### config.mk
export PLATFORM = sky130hd
export DESIGN_NAME = param_sync_fifo
export DESIGN_NICKNAME = d
export VERILOG_FILES = /design/src/rtl/fifo_cfg_pkg.sv /design/src/rtl/fifo_mem.sv /design/src/rtl/param_sync_fifo.sv
export SDC_FILE = /design/constraint.sdc
export NUM_CORES = 1
export LEC_CHECK = 0
export CORE_ASPECT_RATIO = 0.5
export CORE_MARGIN = 4
export CORE_UTILIZATION = 45
export CTS_CLUSTER_DIAMETER = 30
export DETAILED_ROUTE_END_ITERATION = 10
export MAX_ROUTING_LAYER = met4
export SETUP_SLACK_MARGIN = 0.15
export SLEW_MARGIN = 20
export SYNTH_ARGS = -nofsm -noshare
export SYNTH_HDL_FRONTEND = slang
export SYNTH_SLANG_ARGS = --single-unit
### constraint.sdc
create_clock -name clk -period 2.95 [get_ports clk]
set_clock_uncertainty 0.1 [all_clocks]
set_input_delay 0.59 -clock clk [delete_from_list [all_inputs] [get_ports clk]]
set_output_delay 0.59 -clock clk [all_outputs]
set_load 0.1 [all_outputs]
### src/rtl/fifo_cfg_pkg.sv
// Shared configuration for the parametrised FIFO: default geometry, pointer
// width helper and the status flag bundle used by RTL and bench alike.
package fifo_cfg_pkg;

   localparam int unsigned DEF_DATA_WIDTH = 16;
   localparam int unsigned DEF_DEPTH      = 8;

   function automatic int unsigned ptr_w(input int unsigned depth);
      return (depth > 1) ? $clog2(depth) : 1;
   endfunction

   typedef struct packed {
      logic full;
      logic empty;
      logic almostfull;
      logic almostempty;
   } fifo_status_t;

endpackage

### src/rtl/fifo_mem.sv
// DEPTH x DATA_WIDTH storage array: one synchronous write port, one
// combinational read port. Contents are intentionally not reset.
module fifo_mem
   import fifo_cfg_pkg::*;
#(
   parameter int unsigned DATA_WIDTH = DEF_DATA_WIDTH,
   parameter int unsigned DEPTH      = DEF_DEPTH,
   localparam int unsigned AW        = ptr_w(DEPTH)
) (
   input  logic                  clk,
   input  logic                  we,
   input  logic [AW-1:0]         waddr,
   input  logic [DATA_WIDTH-1:0] wdata,
   input  logic [AW-1:0]         raddr,
   output logic [DATA_WIDTH-1:0] rd_data_c
);

   logic [DATA_WIDTH-1:0] mem_q [DEPTH];

   always_ff @(posedge clk) begin
      if (we) mem_q[waddr] <= wdata;
   end

   assign rd_data_c = mem_q[raddr];

endmodule

### src/rtl/param_sync_fifo.sv
// Parametrised single-clock FIFO with programmable almost-full/almost-empty
// levels, occupancy count, optional first-word-fall-through and flush.
module param_sync_fifo
   import fifo_cfg_pkg::*;
#(
   parameter int unsigned DATA_WIDTH = DEF_DATA_WIDTH,
   parameter int unsigned DEPTH      = DEF_DEPTH,
   parameter int unsigned AFULL_LVL  = DEPTH - 1,
   parameter int unsigned AEMPTY_LVL = 1,
   parameter int unsigned FWFT       = 0
) (
   input  logic                    clk,
   input  logic                    rst_n,
   input  logic                    flush,
   input  logic                    wr_en,
   input  logic [DATA_WIDTH-1:0]   data_in,
   input  logic                    rd_en,
   output logic [DATA_WIDTH-1:0]   data_out,
   output logic                    full,
   output logic                    empty,
   output logic                    almostfull,
   output logic                    almostempty,
   output logic                    wr_ack,
   output logic                    overflow,
   output logic                    underflow,
   output logic [$clog2(DEPTH):0]  count
);

   localparam int unsigned PTR_W = ptr_w(DEPTH);
   localparam int unsigned CNT_W = PTR_W + 1;

   if (((DEPTH & (DEPTH - 1)) != 0) || (DEPTH < 4)) begin : g_bad_depth
      $error("param_sync_fifo: DEPTH must be a power of two and at least 4");
   end
   if (!((AEMPTY_LVL >= 1) && (AEMPTY_LVL < AFULL_LVL) && (AFULL_LVL <= DEPTH - 1)))
   begin : g_bad_levels
      $error("param_sync_fifo: need 1 <= AEMPTY_LVL < AFULL_LVL <= DEPTH-1");
   end

   localparam fifo_status_t STATUS_RST = '{full: 1'b0, empty: 1'b1,
                                           almostfull: 1'b0, almostempty: 1'b0};

   logic [PTR_W-1:0]      wr_ptr_q, wr_ptr_d;
   logic [PTR_W-1:0]      rd_ptr_q, rd_ptr_d;
   logic [CNT_W-1:0]      count_q, count_d;
   fifo_status_t          status_q, status_d;
   logic                  wr_ack_q, wr_ack_d;
   logic                  overflow_q, overflow_d;
   logic                  underflow_q, underflow_d;
   logic [DATA_WIDTH-1:0] data_out_q, data_out_d;

   logic                  wr_acc_c;
   logic                  rd_acc_c;
   logic                  mem_we_c;
   logic [DATA_WIDTH-1:0] rd_data_c;

   function automatic fifo_status_t decode_status(input logic [CNT_W-1:0] c);
      fifo_status_t s;
      s.full        = (c == CNT_W'(DEPTH));
      s.empty       = (c == '0);
      s.almostfull  = (c >= CNT_W'(AFULL_LVL)) && !s.full;
      s.almostempty = !s.empty && (c <= CNT_W'(AEMPTY_LVL));
      return s;
   endfunction

   // Acceptance is judged on the flags as they stood before this edge
   assign wr_acc_c = wr_en && !status_q.full;
   assign rd_acc_c = rd_en && !status_q.empty;

   fifo_mem #(
      .DATA_WIDTH (DATA_WIDTH),
      .DEPTH      (DEPTH)
   ) u_mem (
      .clk       (clk),
      .we        (mem_we_c),
      .waddr     (wr_ptr_q),
      .wdata     (data_in),
      .raddr     (rd_ptr_q),
      .rd_data_c (rd_data_c)
   );

   always_comb begin
      wr_ptr_d    = wr_ptr_q;
      rd_ptr_d    = rd_ptr_q;
      count_d     = count_q;
      wr_ack_d    = 1'b0;
      overflow_d  = 1'b0;
      underflow_d = 1'b0;
      data_out_d  = data_out_q;
      mem_we_c    = 1'b0;

      if (flush) begin
         wr_ptr_d = '0;
         rd_ptr_d = '0;
         count_d  = '0;
      end else begin
         mem_we_c    = wr_acc_c;
         wr_ack_d    = wr_acc_c;
         overflow_d  = wr_en && !wr_acc_c;
         underflow_d = rd_en && !rd_acc_c;
         if (wr_acc_c) wr_ptr_d = wr_ptr_q + PTR_W'(1);
         if (rd_acc_c) begin
            rd_ptr_d   = rd_ptr_q + PTR_W'(1);
            data_out_d = rd_data_c;
         end
         unique case ({wr_acc_c, rd_acc_c})
            2'b10:   count_d = count_q + CNT_W'(1);
            2'b01:   count_d = count_q - CNT_W'(1);
            default: count_d = count_q;
         endcase
      end

      status_d = decode_status(count_d);
   end

   always_ff @(posedge clk or negedge rst_n) begin
      if (!rst_n) begin
         wr_ptr_q    <= '0;
         rd_ptr_q    <= '0;
         count_q     <= '0;
         status_q    <= STATUS_RST;
         wr_ack_q    <= 1'b0;
         overflow_q  <= 1'b0;
         underflow_q <= 1'b0;
         data_out_q  <= '0;
      end else begin
         wr_ptr_q    <= wr_ptr_d;
         rd_ptr_q    <= rd_ptr_d;
         count_q     <= count_d;
         status_q    <= status_d;
         wr_ack_q    <= wr_ack_d;
         overflow_q  <= overflow_d;
         underflow_q <= underflow_d;
         data_out_q  <= data_out_d;
      end
   end

   // FWFT exposes the head entry directly; standard mode uses the read register
   assign data_out    = (FWFT != 0) ? rd_data_c : data_out_q;
   assign full        = status_q.full;
   assign empty       = status_q.empty;
   assign almostfull  = status_q.almostfull;
   assign almostempty = status_q.almostempty;
   assign wr_ack      = wr_ack_q;
   assign overflow    = overflow_q;
   assign underflow   = underflow_q;
   assign count       = count_q;

endmodule

==> results_dict.tcl <==
set metrics [dict create \
    status "finished, final reports clean" \
    drtPass1Iterations 4 \
    ctsLongestPathBuffers 2 \
    p_per_area_mw_per_mm2 916.9 \
    cts_hold_buffers 0 \
    cts-buffers-inserted 17 \
    track_usage_pct 16.59 \
    final_layout_size_suffix_gt1_share_pct 31.00 \
    worst_ir_drop_on_vdd_mv 0.5063 \
    top_level_ports 48 \
    mappedNetlistArea_mm2 0.006346 \
    drt-total-wl_mm 12.09 \
    cell_taking_the_most_area_after_synthesis "edfxtp_1" \
    worst-path-max-fanout 4 \
    peak_clock_frequency_supported_by_timing_mhz 402.3 \
    cts_resized 0 \
    synthMostInstantiatedCell "edfxtp_1" \
    worst_slew_pin_slew_ns 0.9707 \
    synth_edf_count 128 \
    clock_h_tree_levels 4 \
    final_setup_violating_endpoints 0 \
    floorplan.die_area_mm2 0.01618 \
    final.fill_count 1080 \
    die_h_um 91.97 \
    worst_skew_pair.late_latency_ns 0.42 \
    avgRoutedWirePerCell_um 19.47 \
    numClockSinks 161 \
    post_route_setup_tns_ns 0 \
    synth_top_family_by_area "multiplexers" \
    vias 3204 \
    netlist_top_cells_area "edfxtp_1 (61%), dfrtp_1 (13%), mux4_2 (11%)" \
    hold_path_class "primary input to async pin" \
    grt_pass1_wl_mm 19.32 \
    post_synth_num_cell_types 41 \
    first_global_vias 3410 \
    initial_core_util_pct 46.45 \
    slew_headroom_pct 35.29 \
    n_antenna_cell 0 \
    critPathLaunch "wr_en" \
    start_kind "primary input" \
    worst_hold_slack_ns 0.2322 \
    synth.cells.most_frequent "edfxtp_1 (128), nor2_1 (34), dfrtp_1 (32), mux4_2 (32), a21oi_1 (23)" \
    finalCritPeriodShare_pct 84.26 \
    dpl_cell_area_mm2 0.007079 \
    reg2reg_depth 9 \
    postSynthNetCount 369 \
    total_leakage_power_uw 0.002678 \
    cts.root.buffer_cell "clkbuf_16" \
    synthCells 344 \
    grt_antenna_before_repair 0 \
    timing.critical_path.to "full" \
    crit_type "primary input to register" \
    route.antenna.remaining_nets 0 \
    synth_xor_area_share_pct 1.360 \
    timing.reg2reg.setup_slack_ns 0.67 \
    ys_async_sr_fraction_pct 20.50 \
    worst_setup_hold_path_clk_slew_ns 0.07 \
    vias_per_cell 5.159 \
    drtIter0Drc 289 \
    detail_route.drc_violations 0 \
    gr-total-overflow 0 \
    dpl.cell_count 589 \
    core_area_mm2 0.01366 \
    arrival_ns 2.67 \
    worst_setup_path_end_kind "register" \
    synth_seq_area_share_pct 73.60 \
    fp.dieW_um 175.9 \
    final_nets 441 \
    finalMaxSlewViolations 0 \
    row_count 30 \
    period_minus_slack_ns 2.486 \
    required_ns 3.14 \
    synth_top_area_share_pct 60.57 \
    synth_simple_gate_area_share_pct 5.363 \
    max_cap_viol_count 0 \
    synth_flop_cell "edfxtp_1" \
    synthesized_area_fraction_occupied_by_ao_oa_aoi_and_oai_cells_pct 2.800 \
    synth_adder_area_share_pct 0.7886 \
    syn-mean-instance-area_um2 18.45 \
    area_growth_pct 21.21 \
    hpwlAfterDp_mm 7.750 \
    crit-reg2reg-launch "empty" \
    ys_seq_elements 161 \
    pin_count_of_the_biggest_net_entering_global_routing 34 \
    total_power_uw 7053 \
    yosys-mux-area-fraction_pct 14.04 \
    rsz0062_at_grt "no" \
    gp_congestion 0.7791 \
    worstReg2RegEnd "full" \
    postCtsSetupRepairBufs 0 \
    place.port_buffers 47 \
    layoutNonFillerInstCount 621 \
    synthesis.yosys.warnings 0 \
    final_design_area_no_fill_mm2 0.007692 \
    cts_tree "yes" \
    finalHoldViolCount 0 \
]
[worst min-delay path by stage]
stage	to	cells after the start	slack (ns)	from
after floorplan	almostempty	0	0.19	rst_n
after global placement	data_out[3]	2	0.41	data_out[3]
after detailed placement	data_out[15]	2	0.42	data_out[15]
after CTS	wr_ack	1	0.24	rst_n
after global routing	underflow	1	0.27	rst_n
final	wr_ack	1	0.23	rst_n
[metal layers]
| layer | share of wire [%] | GRT usage, % | vias to the layer above |
|---|---|---|---|
| li1 | - | - | 1486 |
| met1 | 49 | 22.86 | 1639 |
| met2 | 47 | 24.53 | 66 |
| met3 | 3.4 | 4.489 | 13 |
| met4 | 1.2 | 4.994 | 0 |
| met5 | 0 | - | - |
[area by class of cell]
class                           instances  area, µm²  area share, %
Sequential cell                       161       4672          60.74
Clock buffer                           17      425.4          5.530
Clock inverter                         15      187.7          2.440
Timing Repair Buffer                   72      598.1          7.775
Multi-Input combinational cell        161       1558          20.25
Inverter                                3      11.26         0.1464
Tap cell                              192      240.2          3.123
[power breakdown]
group	switching (µW)	internal, µW
clock network	963	1290
logic	1440	566
registers	153	2640
total	2560	4490
[through the flow]
stage / setup WS, ns / util, %
2_1_floorplan: 0.2514 / -
3_3_place_gp: 0.1148 / 51.81
3_5_place_dp: 0.05127 / 51.81
4_1_cts: 0.4754 / 56.30
5_1_grt: 0.3187 / 56.30
6_report: 0.4644 / 56.30
[registers in the layout, indices dropped and copies added (netlist names)]
signal       flops
rd_ptr_q         3
count            4
overflow         1
wr_ptr_q         3
empty            1
underflow        1
almostempty      1
wr_ack           1
data_out        16
almostfull       1
full             1
u_mem.mem_q    128
[kinds of logic after synthesis]
logic type      count (synthesis)
flops                         161
xor+xnor                        9
compound gates                 31
buf+inv                        22
mux                            49
fa+ha+maj                       4
simple gates                   68
[worst max-delay path, stage by stage]
cell	delay, ns
clkdlybuf4s50_1	0.50
nor2b_4	0.23
nor2_4	0.07
xor2_1	0.14
ha_1	0.20
a21oi_2	0.14
xor2_2	0.19
xor2_1	0.09
a311o_1	0.35
nor3b_2	0.16
[layout by cell type (no fill, tap or decap), drive strengths merged, types with 5 or more instances in the layout]
| cell | instances |
|---|---|
| clkdlybuf4s50 | 19 |
| nor2 | 35 |
| dfrtp | 32 |
| xor2 | 5 |
| mux2i | 17 |
| clkbuf | 17 |
| buf | 53 |
| mux4 | 32 |
| a21oi | 24 |
| nand2 | 12 |
| edfxtp | 128 |
| inv | 11 |
No activity file was read; power rests on OpenSTA's default activity.
